`config.mk`:
```
export PLATFORM = sky130hd
export DESIGN_NAME = eb_rr_arb
export DESIGN_NICKNAME = d
export VERILOG_FILES = /design/src/rtl/eb_arb_pkg.sv /design/src/rtl/eb_rr_pick.sv /design/src/rtl/eb_rr_arb.sv
export SDC_FILE = /design/constraint.sdc
export NUM_CORES = 1
export LEC_CHECK = 0
export CAP_MARGIN = 20
export CORE_MARGIN = 2
export CORE_UTILIZATION = 40
export CTS_BUF_LIST = sky130_fd_sc_hd__clkbuf_8 sky130_fd_sc_hd__clkbuf_16
export DETAILED_ROUTE_END_ITERATION = 8
export PLACE_DENSITY = 0.68
export SYNTH_ARGS = -nofsm -noshare
export SYNTH_HDL_FRONTEND = slang
export SYNTH_SLANG_ARGS = --single-unit
```
`constraint.sdc`:
```
create_clock -name clk -period 3.3 [get_ports clk]
set_clock_uncertainty 0.15 [all_clocks]
set_input_delay 0.495 -clock clk [delete_from_list [all_inputs] [get_ports clk]]
set_output_delay 0.495 -clock clk [all_outputs]
set_load 0.005 [all_outputs]
```
`src/rtl/eb_arb_pkg.sv`:
```
// Shared definitions for the elastic-buffer round-robin arbiter.
// Lock states are only used when the build defines EB_ARB_LOCK_EN.
package eb_arb_pkg;

    typedef enum logic {
        ARB_IDLE   = 1'b0,
        ARB_LOCKED = 1'b1
    } lock_state_t;

    // Ceiling log2, used to cross-check the select width against N.
    function automatic int clog2(input int value);
        int result;
        result = 0;
        while ((32'd1 << result) < value) begin
            result = result + 1;
        end
        return result;
    endfunction

endpackage

```
`src/rtl/eb_rr_pick.sv`:
```
// Combinational rotate-priority encoder: scans from ptr upward modulo N
// and grants the first active request.
module eb_rr_pick
    import eb_arb_pkg::*;
#(
    parameter int N    = 4,
    parameter int SELW = 2
) (
    input  logic [N-1:0]    req,
    input  logic [SELW-1:0] ptr,
    output logic [N-1:0]    gnt,
    output logic [SELW-1:0] idx,
    output logic            any
);

    // Walk the N candidates starting at ptr; indices >= N are never formed.
    always_comb begin : p_scan
        int cand;
        cand = 0;
        gnt  = {N{1'b0}};
        idx  = {SELW{1'b0}};
        any  = 1'b0;
        for (int i = 0; i < N; i++) begin
            cand = int'(ptr) + i;
            cand = (cand >= N) ? cand - N : cand;
            cand = (cand >= N) ? cand - N : cand;
            if (!any && req[cand[SELW-1:0]]) begin
                any                   = 1'b1;
                idx                   = cand[SELW-1:0];
                gnt[cand[SELW-1:0]]   = 1'b1;
            end else begin
                any = any;
            end
        end
    end

endmodule

```
`src/rtl/eb_rr_arb.sv`:
```
// Round-robin arbiter sharing one req/ack sink among N requesters.
// Grant is held through sink stalls. Optional packet locking is enabled
// by defining EB_ARB_LOCK_EN: ownership then persists until t_last.
// The outputs are combinational so a stream sees zero-cycle latency;
// i_0_ack only reaches t_ack, never i_0_req or i_0_sel.
module eb_rr_arb
    import eb_arb_pkg::*;
#(
    parameter int N    = 4,
    parameter int SELW = 2
) (
    input  logic            clk,
    input  logic            reset_n,
    input  logic [N-1:0]    t_req,
    output logic [N-1:0]    t_ack,
    input  logic [N-1:0]    t_last,
    output logic            i_0_req,
    input  logic            i_0_ack,
    output logic [SELW-1:0] i_0_sel,
    output logic            i_0_last
);

    if (SELW != clog2(N) || N < 2 || N > 16) begin : g_param_chk
        $error("eb_rr_arb: N must be 2..16 and SELW must equal clog2(N)");
    end

    logic [SELW-1:0] ptr_r;
    logic            hold_vld_r;
    logic [SELW-1:0] hold_idx_r;

    logic [N-1:0]    pick_gnt_s;
    logic [SELW-1:0] pick_idx_s;
    logic            pick_any_s;

    logic [N-1:0]    grant_s;
    logic [SELW-1:0] gidx_s;
    logic            gvld_s;
    logic            xfer_s;
    logic            ptr_upd_s;

`ifdef EB_ARB_LOCK_EN
    lock_state_t     lock_state_r;
    lock_state_t     lock_next_s;
    logic [SELW-1:0] owner_r;
    logic [SELW-1:0] owner_next_s;
`endif

    eb_rr_pick #(
        .N    (N),
        .SELW (SELW)
    ) u_pick (
        .req (t_req),
        .ptr (ptr_r),
        .gnt (pick_gnt_s),
        .idx (pick_idx_s),
        .any (pick_any_s)
    );

    // Grant selection: lock owner first, then a live hold, else fresh arbitration.
    always_comb begin
        gvld_s  = 1'b0;
        gidx_s  = {SELW{1'b0}};
        grant_s = {N{1'b0}};
`ifdef EB_ARB_LOCK_EN
        if (lock_state_r == ARB_LOCKED) begin
            if (t_req[owner_r]) begin
                gvld_s  = 1'b1;
                gidx_s  = owner_r;
                grant_s = N'(1'b1) << owner_r;
            end else begin
                gvld_s  = 1'b0;
            end
        end else
`endif
        if (hold_vld_r && t_req[hold_idx_r]) begin
            gvld_s  = 1'b1;
            gidx_s  = hold_idx_r;
            grant_s = N'(1'b1) << hold_idx_r;
        end else begin
            gvld_s  = pick_any_s;
            gidx_s  = pick_idx_s;
            grant_s = pick_gnt_s;
        end
    end

    // Output muxing and transfer detection.
    always_comb begin
        i_0_req  = gvld_s;
        i_0_sel  = gidx_s;
        t_ack    = i_0_ack ? grant_s : {N{1'b0}};
        i_0_last = |(t_last & grant_s);
        xfer_s   = gvld_s && i_0_ack;
`ifdef EB_ARB_LOCK_EN
        ptr_upd_s = xfer_s && i_0_last;
`else
        ptr_upd_s = xfer_s;
`endif
    end

    // Priority pointer advances past the winner; hold tracks a stalled grant.
    always_ff @(posedge clk or negedge reset_n) begin
        if (!reset_n) begin
            ptr_r      <= {SELW{1'b0}};
            hold_vld_r <= 1'b0;
            hold_idx_r <= {SELW{1'b0}};
        end else begin
            if (ptr_upd_s) begin
                ptr_r <= (gidx_s == SELW'(N-1)) ? {SELW{1'b0}} : gidx_s + SELW'(1'b1);
            end else begin
                ptr_r <= ptr_r;
            end
            if (xfer_s) begin
                hold_vld_r <= 1'b0;
            end else if (gvld_s) begin
                hold_vld_r <= 1'b1;
                hold_idx_r <= gidx_s;
            end else begin
                hold_vld_r <= 1'b0;
            end
        end
    end

`ifdef EB_ARB_LOCK_EN
    // Lock FSM state register.
    always_ff @(posedge clk or negedge reset_n) begin
        if (!reset_n) begin
            lock_state_r <= ARB_IDLE;
            owner_r      <= {SELW{1'b0}};
        end else begin
            lock_state_r <= lock_next_s;
            owner_r      <= owner_next_s;
        end
    end

    // Lock FSM next state: lock on a non-last beat, release on the owner's last beat.
    always_comb begin
        lock_next_s  = lock_state_r;
        owner_next_s = owner_r;
        case (lock_state_r)
            ARB_IDLE: begin
                if (xfer_s && !i_0_last) begin
                    lock_next_s  = ARB_LOCKED;
                    owner_next_s = gidx_s;
                end else begin
                    lock_next_s  = ARB_IDLE;
                end
            end
            ARB_LOCKED: begin
                if (xfer_s && i_0_last) begin
                    lock_next_s = ARB_IDLE;
                end else begin
                    lock_next_s = ARB_LOCKED;
                end
            end
            default: begin
                lock_next_s = ARB_IDLE;
            end
        endcase
    end
`endif

endmodule

```
### Yosys cells after proc, flatten, opt, wreduce, memory -nomap -nowiden

Cells that the tools add are included.

* flip-flop bits (word level): 5
* latch bits: 0
* memory bits (writable): 0
* memory bits (read-only): 0
* input port bits: 11
* output and inout port bits: 8
* word-level logic and storage cells: 98
* memories kept: 0

* $add $sub $neg: 12
* multipliers: 0
* div/mod/pow operators: 0
* order comparisons: 17
* eq/ne operators: 1
* shift operators: 1
* muxes and demuxes: 45
* bitwise gates (word level): 5
* reductions and logical operators: 14

Operators with widths (number)
* >= comparator 32 x 4 -> 1 bit, second input constant: 7
* two-way mux 32 bit: 4
* subtractor 32 x 4 -> 32 bit, second input constant: 3
* two-way mux 4 bit: 6
* two-way mux 2 bit: 10
* two-way mux 1 bit: 16
* < comparator 2 x 3 -> 1 bit, second input constant: 5
* bitwise OR 4 bit: 3
* binary-select mux 1 bit (select 2 bit): 5
* logical AND 1 bit: 9
* demux 1 bit (select 2 bit): 4
* >= comparator 2 x 1 -> 1 bit, second input constant: 4
* subtractor 2 x 1 -> 2 bit, second input constant: 4
* adder 2 x 2 -> 3 bit, second input constant: 2
* bitwise AND 4 bit: 1
* OR reduction 4 bit: 1
* << shifter 1 x 2 -> 4 bit, first input constant: 1
* subtractor 2 x 3 -> 4 bit, second input constant: 1
* adder 2 x 1 -> 3 bit, second input constant: 1
* >= comparator 2 x 3 -> 1 bit, second input constant: 1
* zero test 1 bit: 3
* adder 2 x 1 -> 2 bit, second input constant: 1
* equality test 2 bit, second input constant: 1
* AND reduction 2 bit: 1
* NOT 1 bit: 1

### Logic depth before layout (Yosys ltp)

* depth after elaboration: 20
* gate-level depth with buffers: 10
* depth with buffers taken out: 8

### Cells and area by module

Synthesis repeated with hierarchy kept, for this count alone.

* cells, all modules: 89
* area total of the unflattened synthesis: 840.8 µm²

By module, submodules not included
* eb_rr_pick: times used 1, cells an instance 45, area each 421.7 µm², seq. area each 0.0 µm²
* eb_rr_arb: times used 1, cells an instance 44, area each 419.2 µm², seq. area each 125.1 µm²

### Least setup slack after synthesis

Ideal clock, no wire load.

* path kind: register to output
* start point: reg ptr_r[0]
* end point: out i_0_last
* arrival time: 2608 ps
* required time: 2655 ps
* path slack: 47 ps
* stages on the path, launching flop included: 10
* path through: dfrtp_1 > buf_2 > inv_1 > ha_1 > clkbuf_1 > mux4_2 > nor4b_4 > and2_2 > o311ai_0 > nand4_1

* longest elaborated chain between the ends: 19
* elaborated cells on any way between the ends: 74
* classes of those cells: add/sub (11); order compare (16); mux (32); bitwise (4); reduce/logical (11)

Ends and longest elaborated chain
* from (decl): RTL line eb_rr_arb.sv:27 `logic [SELW-1:0] ptr_r;`
* from (signal assigned): RTL line eb_rr_arb.sv:103 `ptr_r <= {SELW{1'b0}};`
* from (signal assigned): RTL line eb_rr_arb.sv:108 `ptr_r <= (gidx_s == SELW'(N-1)) ? {SELW{1'b0}} : gidx_s + SELW'(1'b1);`
* from (signal assigned): RTL line eb_rr_arb.sv:110 `ptr_r <= ptr_r;`
* parallel branches: the longest is 15 deep, another holds subtractor 32 x 4 -> 32 bit
* two-way mux 4 bit (*): RTL line eb_rr_pick.sv:27 `if (!any && req[cand[SELW-1:0]]) begin`
* two-way mux 4 bit (*): RTL line eb_rr_arb.sv:75 `if (hold_vld_r && t_req[hold_idx_r]) begin`
* bitwise AND 4 bit (*): RTL line eb_rr_arb.sv:91 `i_0_last = |(t_last & grant_s);`
* OR reduction 4 bit (*): RTL line eb_rr_arb.sv:91
* to (decl): RTL line eb_rr_arb.sv:20 `output logic i_0_last`

Every way passes the cells marked *. The select of a mux whose other input is x is not followed.

### Worst setup path in the final report

Ends and elaborated chain as after synthesis.

==> flow_metrics.tcl <==
set metrics [dict create \
    ys_seq_area_frac 0.138 \
    crit_chain "inv_2 > ha_4 > mux4_2 > buf_4 > a21oi_1 > o21ai_1 > a221o_2 > nand3_1 > nand4_1 > dlygate4sd2_1" \
    finalPower_mw 1.43 \
    cp-startpoint "ptr_r[0]$_DFFE_PN0P_" \
    status "finished clean" \
    initial_core_util 0.418 \
    io_pins 19 \
    worst_slew_pin_slew_ns 0.313 \
    grt_max_degree 13 \
    netlist_instances 107 \
    drtIter0Drc 25 \
    detail_route.vias_per_cell 5.41 \
    cpMaxStageDelayCell "dfrtp_1" \
    utilization 0.630 \
    cts-root-buf "clkbuf_8" \
    hold_viol_final 0 \
    cp-start-kind "register" \
    fin_nets 167 \
    synth_enable_flop_cells 0 \
    crit_required_ns 2.65 \
    cts_buffers 3 \
    critPathCaptureType "output port" \
    async_reset_ff_frac 1.00 \
    gp_congestion 0.944 \
    die-area_um2 2660 \
    nFillCells 203 \
    crit_fanout 4 \
    ctsHtreeMaxLevel 1 \
    holdWs_ns 0.346 \
    area_growth_pct 50.8 \
    grt_pass1_wl_mm 4.13 \
    worstReg2RegStart "ptr_r[0]$_DFFE_PN0P_" \
    synthesis.area_um2 906 \
    die_x_um 51.6 \
    drive_gt1_frac 0.313 \
    layout_commonest_cell "buf_4" \
    slew_viol_final 0 \
    vias 947 \
    dieHeight_um 51.6 \
    cts_buffer_depth 2 \
    hp-class "in2async" \
    path_class "reg2out" \
    clock_latency_ns 0.22 \
    synth-seq-cells 5 \
    grt_pass1_vias 937 \
    clk_pin_slew_ns 0.04 \
    syn_nets 126 \
    port-buffer-count 18 \
    core_area_um2 2170 \
    arrival_ns 2.57 \
    leakage_nw 0.664 \
    p_per_area_nw_per_um2 1050 \
    synth.distinct_cells 40 \
    track_usage 0.209 \
    vdd.ir_drop.worst_mv 0.716 \
    rsz0062_at_grt "yes" \
    overflow 0 \
    yosys_warnings 0 \
    relSlewSlack 0.790 \
    drt-total-wl_mm 2.54 \
    synth.avg_cell_area_um2 8.47 \
    setup_viol 0 \
    wl_per_cell_um 14.5 \
    fmax_mhz 311 \
    antenna_found_initial 0 \
    drtAntennaViolNets 0 \
    cts_tree "built" \
    ys.flop_type "dfrtp_1" \
    final_min_period_over_clock_period 0.973 \
    num_rows 17 \
    cts_hold_buf 0 \
    max_stage_delay_ns 0.41 \
    drc 0 \
    timing.reg2reg.setup_slack_ns 0.68 \
    max-cap-violations 0 \
    final.min_clock_period_ns 3.21 \
    place_hpwl_mm 1.93 \
    dr.pass1.iters 4 \
    antenna_cells 0 \
    final_cell_mix "22 x buf_4, 12 x nand2_1, 8 x o21ai_0" \
    numClockSinks 5 \
]
cell families (layout without fill, tap and decap cells):
| kind of cell | count (synthesis) | count (layout) | synth area share |
|---|---|---|---|
| simple gates | 39 | 39 | 0.250 |
| compound gates | 30 | 30 | 0.238 |
| buf+inv | 14 | 53 | 0.0870 |
| mux | 10 | 11 | 0.167 |
| fa+ha+maj | 8 | 8 | 0.111 |
| flops | 5 | 5 | 0.138 |
| xor+xnor | 1 | 1 | 0.00967 |
cell type report:
class	count	area, µm²	area share
clock inverters	1	3.75	0.00275
inverters	6	22.5	0.0165
repair buffers	43	397	0.290
multi-input cells	89	742	0.543
flip-flops and latches	5	125	0.0916
well taps	28	35.0	0.0256
clock buffers	3	41.3	0.0302
critical path: cells and delay by family (launching register included):
family	cells	cell delay, ns
AO/OA/AOI/OAI	3	0.57
multiplexers	1	0.36
flip-flops	1	0.41
AND/OR/NAND/NOR	2	0.16
adder cells (fa/ha/maj)	1	0.30
buffers and inverters	3	0.54
cells in the mapped netlist (all sizes together), types with 3 or more instances:
cell type / n / area [µm²]
a221o: 3 / 33.8
mux2i: 5 / 50.1
and3: 3 / 18.8
ha: 8 / 100
nand2: 12 / 45.0
mux4: 4 / 90.1
nor3: 4 / 25.0
dfrtp: 5 / 125
o21ai: 11 / 55.1
a21oi: 5 / 25.0
nand3: 3 / 15.0
nand2b: 6 / 40.0
buf: 6 / 48.8
nor2: 4 / 15.0
inv: 6 / 22.5
state kept, by name, summed over array words and instances, names as in the netlist:
name and count:
ptr_r 2, hold_idx_r 2, hold_vld_r 1
final timing paths:
kind | endpoint | depth (start not counted)
max in group asynchronous | hold_idx_r[0]$_DFFE_PN0P_ | 1
hold reg to reg | hold_idx_r[1]$_DFFE_PN0P_ | 2
setup / recovery | i_0_last | 10
min in group clk | hold_idx_r[1]$_DFFE_PN0P_ | 2
setup reg to reg | ptr_r[0]$_DFFE_PN0P_ | 10
hold / removal | hold_vld_r$_DFF_PN0_ | 1
metal layers:
layer  share of wire  routed length [µm]  global-route usage
met1            0.45                1140               0.252
met2            0.51                1310               0.370
met3           0.032                  82              0.0374
met5               0                   0                   0
met4          0.0067                  17              0.0746
metrics by stage:
step / instances / worst slack, ns / TNS, ns / area (µm²)
2_1_floorplan: 107 / 0.0466 / 0 / 906
3_3_place_gp: 164 / -0.223 / -1.23 / 1220
3_5_place_dp: 164 / -0.312 / -1.60 / 1220
4_1_cts: 172 / 0.00378 / 0 / 1330
5_1_grt: 175 / -0.0362 / -0.0362 / 1370
6_report: 175 / 0.0878 / 0 / 1370
repair_timing:
item | in CTS | in global routing
endpoints found under the setup margin | 8 | 7
gates cloned | 1 | 0
hold endpoints to repair | 0 | 0
pin swaps | 2 | 1
gates resized for setup | 13 | 10
buffers inserted | 3 | 3
report_power, final:
group	internal [mW]	total (mW)	switching (mW)	leakage, nW
registers	0.0894	0.124	0.0342	0.0600
clock network	0.0798	0.111	0.0307	0.0269
logic	0.657	1.20	0.541	0.577
(Power assumes the default switching activity.)
